[src/rtl/ps2_scan_receiver.sv]
// rtl/ps2_scan_receiver.sv - PS/2 keyboard scan-code receiver with make/break/extended decoding
//
// Purpose:
//   Receives 11-bit PS/2 frames (start, 8 data LSB first, odd parity, stop)
//   from a keyboard. It decodes the 0xF0 break prefix and the 0xE0 extended
//   prefix, and presents only make codes downstream.
//
// Optional feature:
//   PS2_PARITY_CHECK_EN - when defined, a frame whose 8 data bits plus the
//   parity bit do not have odd total parity is rejected. When undefined, the
//   parity bit is consumed and ignored, and only the stop bit decides
//   whether the frame is valid.
//
// Parameters:
//   TIMEOUT      - clock cycles without a PS/2 clock edge mid-frame before
//                  the frame is aborted (16..65535)
//
// Ports:
//   i_clock      - system clock; all state changes on its rising edge
//   i_reset      - asynchronous active-high reset
//   i_ps2_clk    - raw PS/2 clock, asynchronous to i_clock
//   i_ps2_data   - raw PS/2 data, asynchronous to i_clock
//   o_scan_code  - last accepted make code
//   o_scan_valid - one-cycle pulse when o_scan_code is new
//   o_extended   - o_scan_code was preceded by the 0xE0 prefix
//   o_frame_err  - one-cycle pulse on a rejected or timed-out frame

module ps2_scan_receiver #(
    parameter int TIMEOUT = 2000
) (
    input  logic       i_clock,
    input  logic       i_reset,
    input  logic       i_ps2_clk,
    input  logic       i_ps2_data,
    output logic [7:0] o_scan_code,
    output logic       o_scan_valid,
    output logic       o_extended,
    output logic       o_frame_err
);

    typedef enum logic [1:0] {
        ST_IDLE,
        ST_DATA,
        ST_PARITY,
        ST_STOP
    } state_t;

    localparam logic [15:0] TMO_LAST = 16'(TIMEOUT - 1);

    // Synchronizers. They reset to 1, the idle bus level, so that releasing
    // reset cannot produce a false falling edge.
    logic r_clk_s1, r_clk_s2, r_clk_prev;
    logic r_data_s1, r_data_s2;

    state_t      r_state;
    state_t      w_next_state;
    logic [2:0]  r_bit_cnt;
    logic [7:0]  r_shift;
    logic [15:0] r_tmo_cnt;
    logic        r_break;
    logic        r_ext;

    logic        w_edge;
    logic        w_timeout;
    logic        w_edge_ok;
    logic        w_shift_en;
    logic        w_frame_done;
    logic        w_parity_ok;
    logic        w_good;

`ifdef PS2_PARITY_CHECK_EN
    logic        r_parity;
`endif

    always_ff @(posedge i_clock or posedge i_reset) begin
        if (i_reset) begin
            r_clk_s1   <= 1'b1;
            r_clk_s2   <= 1'b1;
            r_clk_prev <= 1'b1;
            r_data_s1  <= 1'b1;
            r_data_s2  <= 1'b1;
        end else begin
            r_clk_s1   <= i_ps2_clk;
            r_clk_s2   <= r_clk_s1;
            r_clk_prev <= r_clk_s2;
            r_data_s1  <= i_ps2_data;
            r_data_s2  <= r_data_s1;
        end
    end

    assign w_edge    = r_clk_prev & ~r_clk_s2;
    assign w_timeout = (r_state != ST_IDLE) && (r_tmo_cnt == TMO_LAST);
    // The timeout takes priority, so an edge in the firing cycle is dropped.
    assign w_edge_ok = w_edge & ~w_timeout;

    always_comb begin
        w_next_state = r_state;
        w_shift_en   = 1'b0;
        w_frame_done = 1'b0;
        case (r_state)
            ST_IDLE: begin
                if (w_edge_ok && !r_data_s2) begin
                    w_next_state = ST_DATA;
                end
            end
            ST_DATA: begin
                if (w_edge_ok) begin
                    w_shift_en = 1'b1;
                    if (r_bit_cnt == 3'd7) begin
                        w_next_state = ST_PARITY;
                    end
                end
            end
            ST_PARITY: begin
                if (w_edge_ok) begin
                    w_next_state = ST_STOP;
                end
            end
            ST_STOP: begin
                if (w_edge_ok) begin
                    w_next_state = ST_IDLE;
                    w_frame_done = 1'b1;
                end
            end
            default: w_next_state = ST_IDLE;
        endcase
        if (w_timeout) begin
            w_next_state = ST_IDLE;
        end
    end

    always_ff @(posedge i_clock or posedge i_reset) begin
        if (i_reset) begin
            r_state <= ST_IDLE;
        end else begin
            r_state <= w_next_state;
        end
    end

    always_ff @(posedge i_clock or posedge i_reset) begin
        if (i_reset) begin
            r_bit_cnt <= 3'd0;
            r_shift   <= 8'h00;
            r_tmo_cnt <= 16'd0;
        end else begin
            if (r_state == ST_IDLE || w_timeout) begin
                r_bit_cnt <= 3'd0;
            end else if (w_shift_en) begin
                r_bit_cnt <= r_bit_cnt + 3'd1;
            end

            if (w_shift_en) begin
                r_shift <= {r_data_s2, r_shift[7:1]};
            end

            if (r_state == ST_IDLE || w_timeout || w_edge) begin
                r_tmo_cnt <= 16'd0;
            end else begin
                r_tmo_cnt <= r_tmo_cnt + 16'd1;
            end
        end
    end

`ifdef PS2_PARITY_CHECK_EN
    always_ff @(posedge i_clock or posedge i_reset) begin
        if (i_reset) begin
            r_parity <= 1'b0;
        end else if (r_state == ST_PARITY && w_edge_ok) begin
            r_parity <= r_data_s2;
        end
    end

    // Odd parity: the nine bits together must hold an odd number of ones.
    assign w_parity_ok = ^{r_shift, r_parity};
`else
    assign w_parity_ok = 1'b1;
`endif

    // The stop bit is the data sampled on the edge that completes the frame.
    assign w_good = r_data_s2 & w_parity_ok;

    always_ff @(posedge i_clock or posedge i_reset) begin
        if (i_reset) begin
            o_scan_code  <= 8'h00;
            o_scan_valid <= 1'b0;
            o_extended   <= 1'b0;
            o_frame_err  <= 1'b0;
            r_break      <= 1'b0;
            r_ext        <= 1'b0;
        end else begin
            o_scan_valid <= 1'b0;
            o_frame_err  <= 1'b0;
            if (w_timeout) begin
                // Prefix flags survive an aborted frame.
                o_frame_err <= 1'b1;
            end else if (w_frame_done) begin
                if (!w_good) begin
                    o_frame_err <= 1'b1;
                end else if (r_shift == 8'hF0) begin
                    r_break <= 1'b1;
                end else if (r_shift == 8'hE0) begin
                    r_ext <= 1'b1;
                end else if (r_break) begin
                    // Break code: the key release is swallowed.
                    r_break <= 1'b0;
                    r_ext   <= 1'b0;
                end else begin
                    o_scan_code  <= r_shift;
                    o_extended   <= r_ext;
                    o_scan_valid <= 1'b1;
                    r_ext        <= 1'b0;
                end
            end
        end
    end

endmodule

[config.mk]
export PLATFORM = sky130hd
export DESIGN_NAME = ps2_scan_receiver
export DESIGN_NICKNAME = d
export VERILOG_FILES = /design/src/rtl/ps2_scan_receiver.sv
export SDC_FILE = /design/constraint.sdc
export NUM_CORES = 1
export LEC_CHECK = 0
export ABC_AREA = 1
export CAP_MARGIN = 20
export CORE_UTILIZATION = 58
export DETAILED_ROUTE_END_ITERATION = 8
export PLACE_DENSITY = 0.78
export REMOVE_ABC_BUFFERS = 1
export SETUP_SLACK_MARGIN = 0.5
export SYNTH_ARGS = -nofsm -noshare
export SYNTH_HDL_FRONTEND = slang
export SYNTH_SLANG_ARGS = --single-unit
[constraint.sdc]
create_clock -name i_clock -period 1.82 [get_ports i_clock]
set_clock_uncertainty 0.2 [all_clocks]
set_input_delay 0.364 -clock i_clock [delete_from_list [all_inputs] [get_ports i_clock]]
set_output_delay 0.364 -clock i_clock [all_outputs]
set_load 0.1 [all_outputs]
==> flow_summary.toml, run 1 <==
[floorplanning]
ioPinCount = 15
die-width_um = 65.1
start_util = 0.617
num_rows = 22
fp.dieH_um = 65.1

[logic_synthesis]
yosys.area.top_type = "dfrtp_1"
ys_seq_elements = 47
synthArstFlopShare = 1.00
synth_area_leaders = "dfrtp_1, nand2_1, nor2_1"
syn_area_mm2 = 0.00231
synth-seq-area-share = 0.512
synth-edff-count = 0
ys_warn_count = 0
synth_most_common_cell = "nand2_1"
synth_common_cells = "nand2_1, dfrtp_1, nor2_1"
syn-instance-count = 273
synthFlopType = "dfrtp_1"
netlist.area_leader.share = 0.455
ys_types = 32
avgSynthCellArea_um2 = 8.46

[cts]
numCtsBuffers = 5
numClockSinks = 47
cts_buffer_depth = 2
htree_levels = 2
cts-root-buf = "clkbuf_8"

[placed_design]
dp_hpwl_mm = 3.32
numPortBuffers = 14
place.gp.congestion = 0.870

[outcome]
error = "[ERROR DPL-0038] Utilization greater than 100%, impossible to legalize"
stop_stage = "global routing"
status = "did not finish"

[timing]
postGrtWorstEndpoint = "o_scan_code[0]$_DFFE_PP0P_/D"
endpoint_type = "sequential cell input"

[global_routing]
grt_start_max_net_pins = 21
-- what timing repair did --
item / CTS
gates resized for setup: 72
hold buffers: 0
setup buffers: 33
pin swaps: 32
setup endpoints to repair: 53
cloned: 1
-- cell families after synthesis --
| family | Yosys count | synth area share |
|---|---|---|
| AND/OR/NAND/NOR | 157 | 0.319 |
| adder cells (fa/ha/maj) | 7 | 0.0379 |
| AO/OA/AOI/OAI | 21 | 0.0531 |
| flip-flops | 47 | 0.512 |
| XOR/XNOR | 3 | 0.0114 |
| buffers and inverters | 38 | 0.0667 |
-- through the flow --
| step | setup WS, ns | utilization | instances | cell area (um2) | hold slack, ns |
|---|---|---|---|---|---|
| after floorplan | 0.148 | - | 271 | 2290 | 0.145 |
| after global placement | 0.0758 | 0.712 | 340 | 2670 | 0.146 |
| after detailed placement | 0.00455 | 0.712 | 340 | 2670 | 0.151 |
| after CTS | 0.159 | 0.879 | 382 | 3290 | 0.151 |
==> inputs of run 2 (changes only) <==
--- a/config.mk
+++ b/config.mk
@@ -7,11 +7,10 @@
 export LEC_CHECK = 0
 export ABC_AREA = 1
 export CAP_MARGIN = 20
-export CORE_UTILIZATION = 58
+export CORE_UTILIZATION = 40
 export DETAILED_ROUTE_END_ITERATION = 8
-export PLACE_DENSITY = 0.78
+export PLACE_DENSITY_LB_ADDON = 0.15
 export REMOVE_ABC_BUFFERS = 1
-export SETUP_SLACK_MARGIN = 0.5
 export SYNTH_ARGS = -nofsm -noshare
 export SYNTH_HDL_FRONTEND = slang
 export SYNTH_SLANG_ARGS = --single-unit
==> run 2 against run 1 <==
Effect of this change: the flow now finishes without violations; synthesized cell count did not move; synthesized area did not move.
==> flow_summary.toml, run 2 <==
[drt]
first_iter_violations = 61
viasPerCell = 4.67
vias = 1770
finalWirelength_mm = 4.21
wl_per_cell_um = 11.1
ant_nets = 0
drc = 0
firstDrtPassIters = 4

[cells_and_area]
multiInputGateArea_um2 = 996
design_area_mm2 = 0.00290
final_util = 0.523
final_common_cell = "nand2_1"
area_growth_pct = 25.4
drive_gt1_frac = 0.202
fin_nets = 317
antenna_cells = 0
instances_no_fill = 379
layout.area.seq_mm2 = 0.00118
largest_reg_flops = 16
regMostFlops = "r_tmo_cnt"
nFillCells = 539
layout_common_cells = "nand2_1, dfrtp_1, nor2_1"
largest_registers = "r_tmo_cnt (16), o_scan_code (8), r_shift (8)"

[logic_synthesis]
syn-instance-count = 273
synth-seq-area-share = 0.512
synth_area_leaders = "dfrtp_1, nand2_1, nor2_1"
synthFlopType = "dfrtp_1"
netlist.area_leader.share = 0.455
synth_common_cells = "nand2_1, dfrtp_1, nor2_1"
yosys.area.top_type = "dfrtp_1"
syn_area_mm2 = 0.00231
synth-edff-count = 0
synth_most_common_cell = "nand2_1"
synthArstFlopShare = 1.00
ys_seq_elements = 47
ys_types = 32
ys_warn_count = 0
avgSynthCellArea_um2 = 8.46

[cts]
numClockSinks = 47
clock_latency_ns = 0.30
htree_levels = 2
clk_pin_slew_ns = 0.09
numCtsBuffers = 5
cts_buffer_depth = 2
hold_buffers = 0
cts-root-buf = "clkbuf_8"
cts_tree = "yes"

[timing]
slew_violations = 0
setup_viol = 0
clock.fmax_ghz = 0.579
fin_crit_sh = 0.949
relSlewSlack = 0.750
fin_ws_ns = 0.0920
worst_pin_slew_ns = 0.373
hold_viol = 0
rsz0062_at_grt = "yes"
fin_crit_ns = 1.73

[worst_setup_path]
crit_arrival_ns = 1.77
cp.required_ns = 1.86
critPathLaunchType = "register"
crit_path_start = "r_data_s2"
critPathMaxFanout = 5
ff2ff_path_depth = 8
endpoint_kind = "register"
r2r_setup_slack_ns = 0.09
reg2reg_from = "r_data_s2"
crit_type = "reg -> reg"
r2r_end = "o_scan_code[6]"

[power]
internal_power_w = 0.00225
p_seq_frac = 0.389
p_sw_w = 0.00152
vdd.ir_drop.worst_mv = 0.735
switching_share = 0.404
clkPwrFrac = 0.200
power.total_w = 0.00378
pwr-share-comb = 0.411
p_per_area_mw_per_mm2 = 1300
leakage_nw = 1.40

[placed_design]
postPlaceCellArea_mm2 = 0.00272
numPortBuffers = 14
post-place-cells = 366
place.gp.congestion = 0.872
dp_hpwl_mm = 3.27
place_ws_ns = 0.0673

[floorplanning]
num_rows = 27
start_util = 0.417
fp.dieH_um = 78.0
die-width_um = 78.0
ioPinCount = 15
dieArea_mm2 = 0.00608
core-area_mm2 = 0.00554

[outcome]
status = "complete, no violations"

[global_routing]
antenna_found_initial = 0
overflow = 0
track_usage = 0.161
grt_pass1_wl_mm = 7.65
grt_start_max_net_pins = 17
first_global_vias = 1776

[worst_hold_path]
hp-class = "in -> async"

[job]
drv_cap = 0
==> run 2: logic make-up after synthesis <==
group / after synthesis / synth area share
adder cells (fa/ha/maj): 7 / 0.0379
flip-flops: 47 / 0.512
XOR/XNOR: 3 / 0.0114
buffers and inverters: 38 / 0.0667
AND/OR/NAND/NOR: 157 / 0.319
AO/OA/AOI/OAI: 21 / 0.0531
==> run 2: stage by stage <==
stage,setup TNS (ns),hold WS [ns]
floorplan,0,0.145
global placement,0,0.146
detailed placement,0,0.148
CTS,0,0.135
global route,-0.0469,0.159
finish,0,0.132
==> run 2: repair_timing <==
| action | CTS | global route |
|---|---|---|
| buffers inserted | 0 | 5 |
| resized for setup | 0 | 6 |
| setup endpoints to repair | 0 | 20 |
==> run 2: cell type report <==
class / instances / area share
clock buffers: 5 / 0.0238
clock inverters: 3 / 0.0151
inverters: 36 / 0.0467
multi-input cells: 188 / 0.344
flip-flops and latches: 47 / 0.409
well taps: 72 / 0.0311
repair buffers: 28 / 0.131
==> run 2: power by group through the flow <==
stage / combinational [W] / sequential, W / clock, W
6_report: 0.00155 / 0.00147 / 0.000757
3_5_place_dp: 0.00153 / 0.00149 / 0
3_3_place_gp: 0.00152 / 0.00149 / 0
2_1_floorplan: 0.000653 / 0.00183 / 0
4_1_cts: 0.00154 / 0.00147 / 0.000787
5_1_grt: 0.00173 / 0.00151 / 0.000831
==> run 2: worst max path at each step <==
stage                      to  depth (start not counted)  slack (ns)
2_1_floorplan      o_extended                          1        0.15
3_3_place_gp   o_scan_code[3]                          6        0.06
3_5_place_dp   o_scan_code[0]                          8        0.07
4_1_cts        o_scan_code[0]                          8        0.05
5_1_grt          r_tmo_cnt[2]                          7       -0.04
6_report       o_scan_code[6]                          8        0.09
==> run 2: layer usage <==
layer / wire [um] / global-route usage / part of all wire
met5: 0 / 0 / 0
met2: 2130 / 0.294 / 0.50
met4: 75 / 0.0611 / 0.018
met1: 1920 / 0.185 / 0.46
met3: 90 / 0.0294 / 0.021
==> run 2: critical path, cell delays in order (launching register included) <==
cell,delay (ns)
dfstp_2,0.55
inv_1,0.08
or2_0,0.22
nor2_2,0.16
inv_1,0.09
nor2_4,0.10
clkbuf_2,0.17
nand2_1,0.06
nand2_1,0.05
No activity file was read; power rests on OpenSTA's default activity.
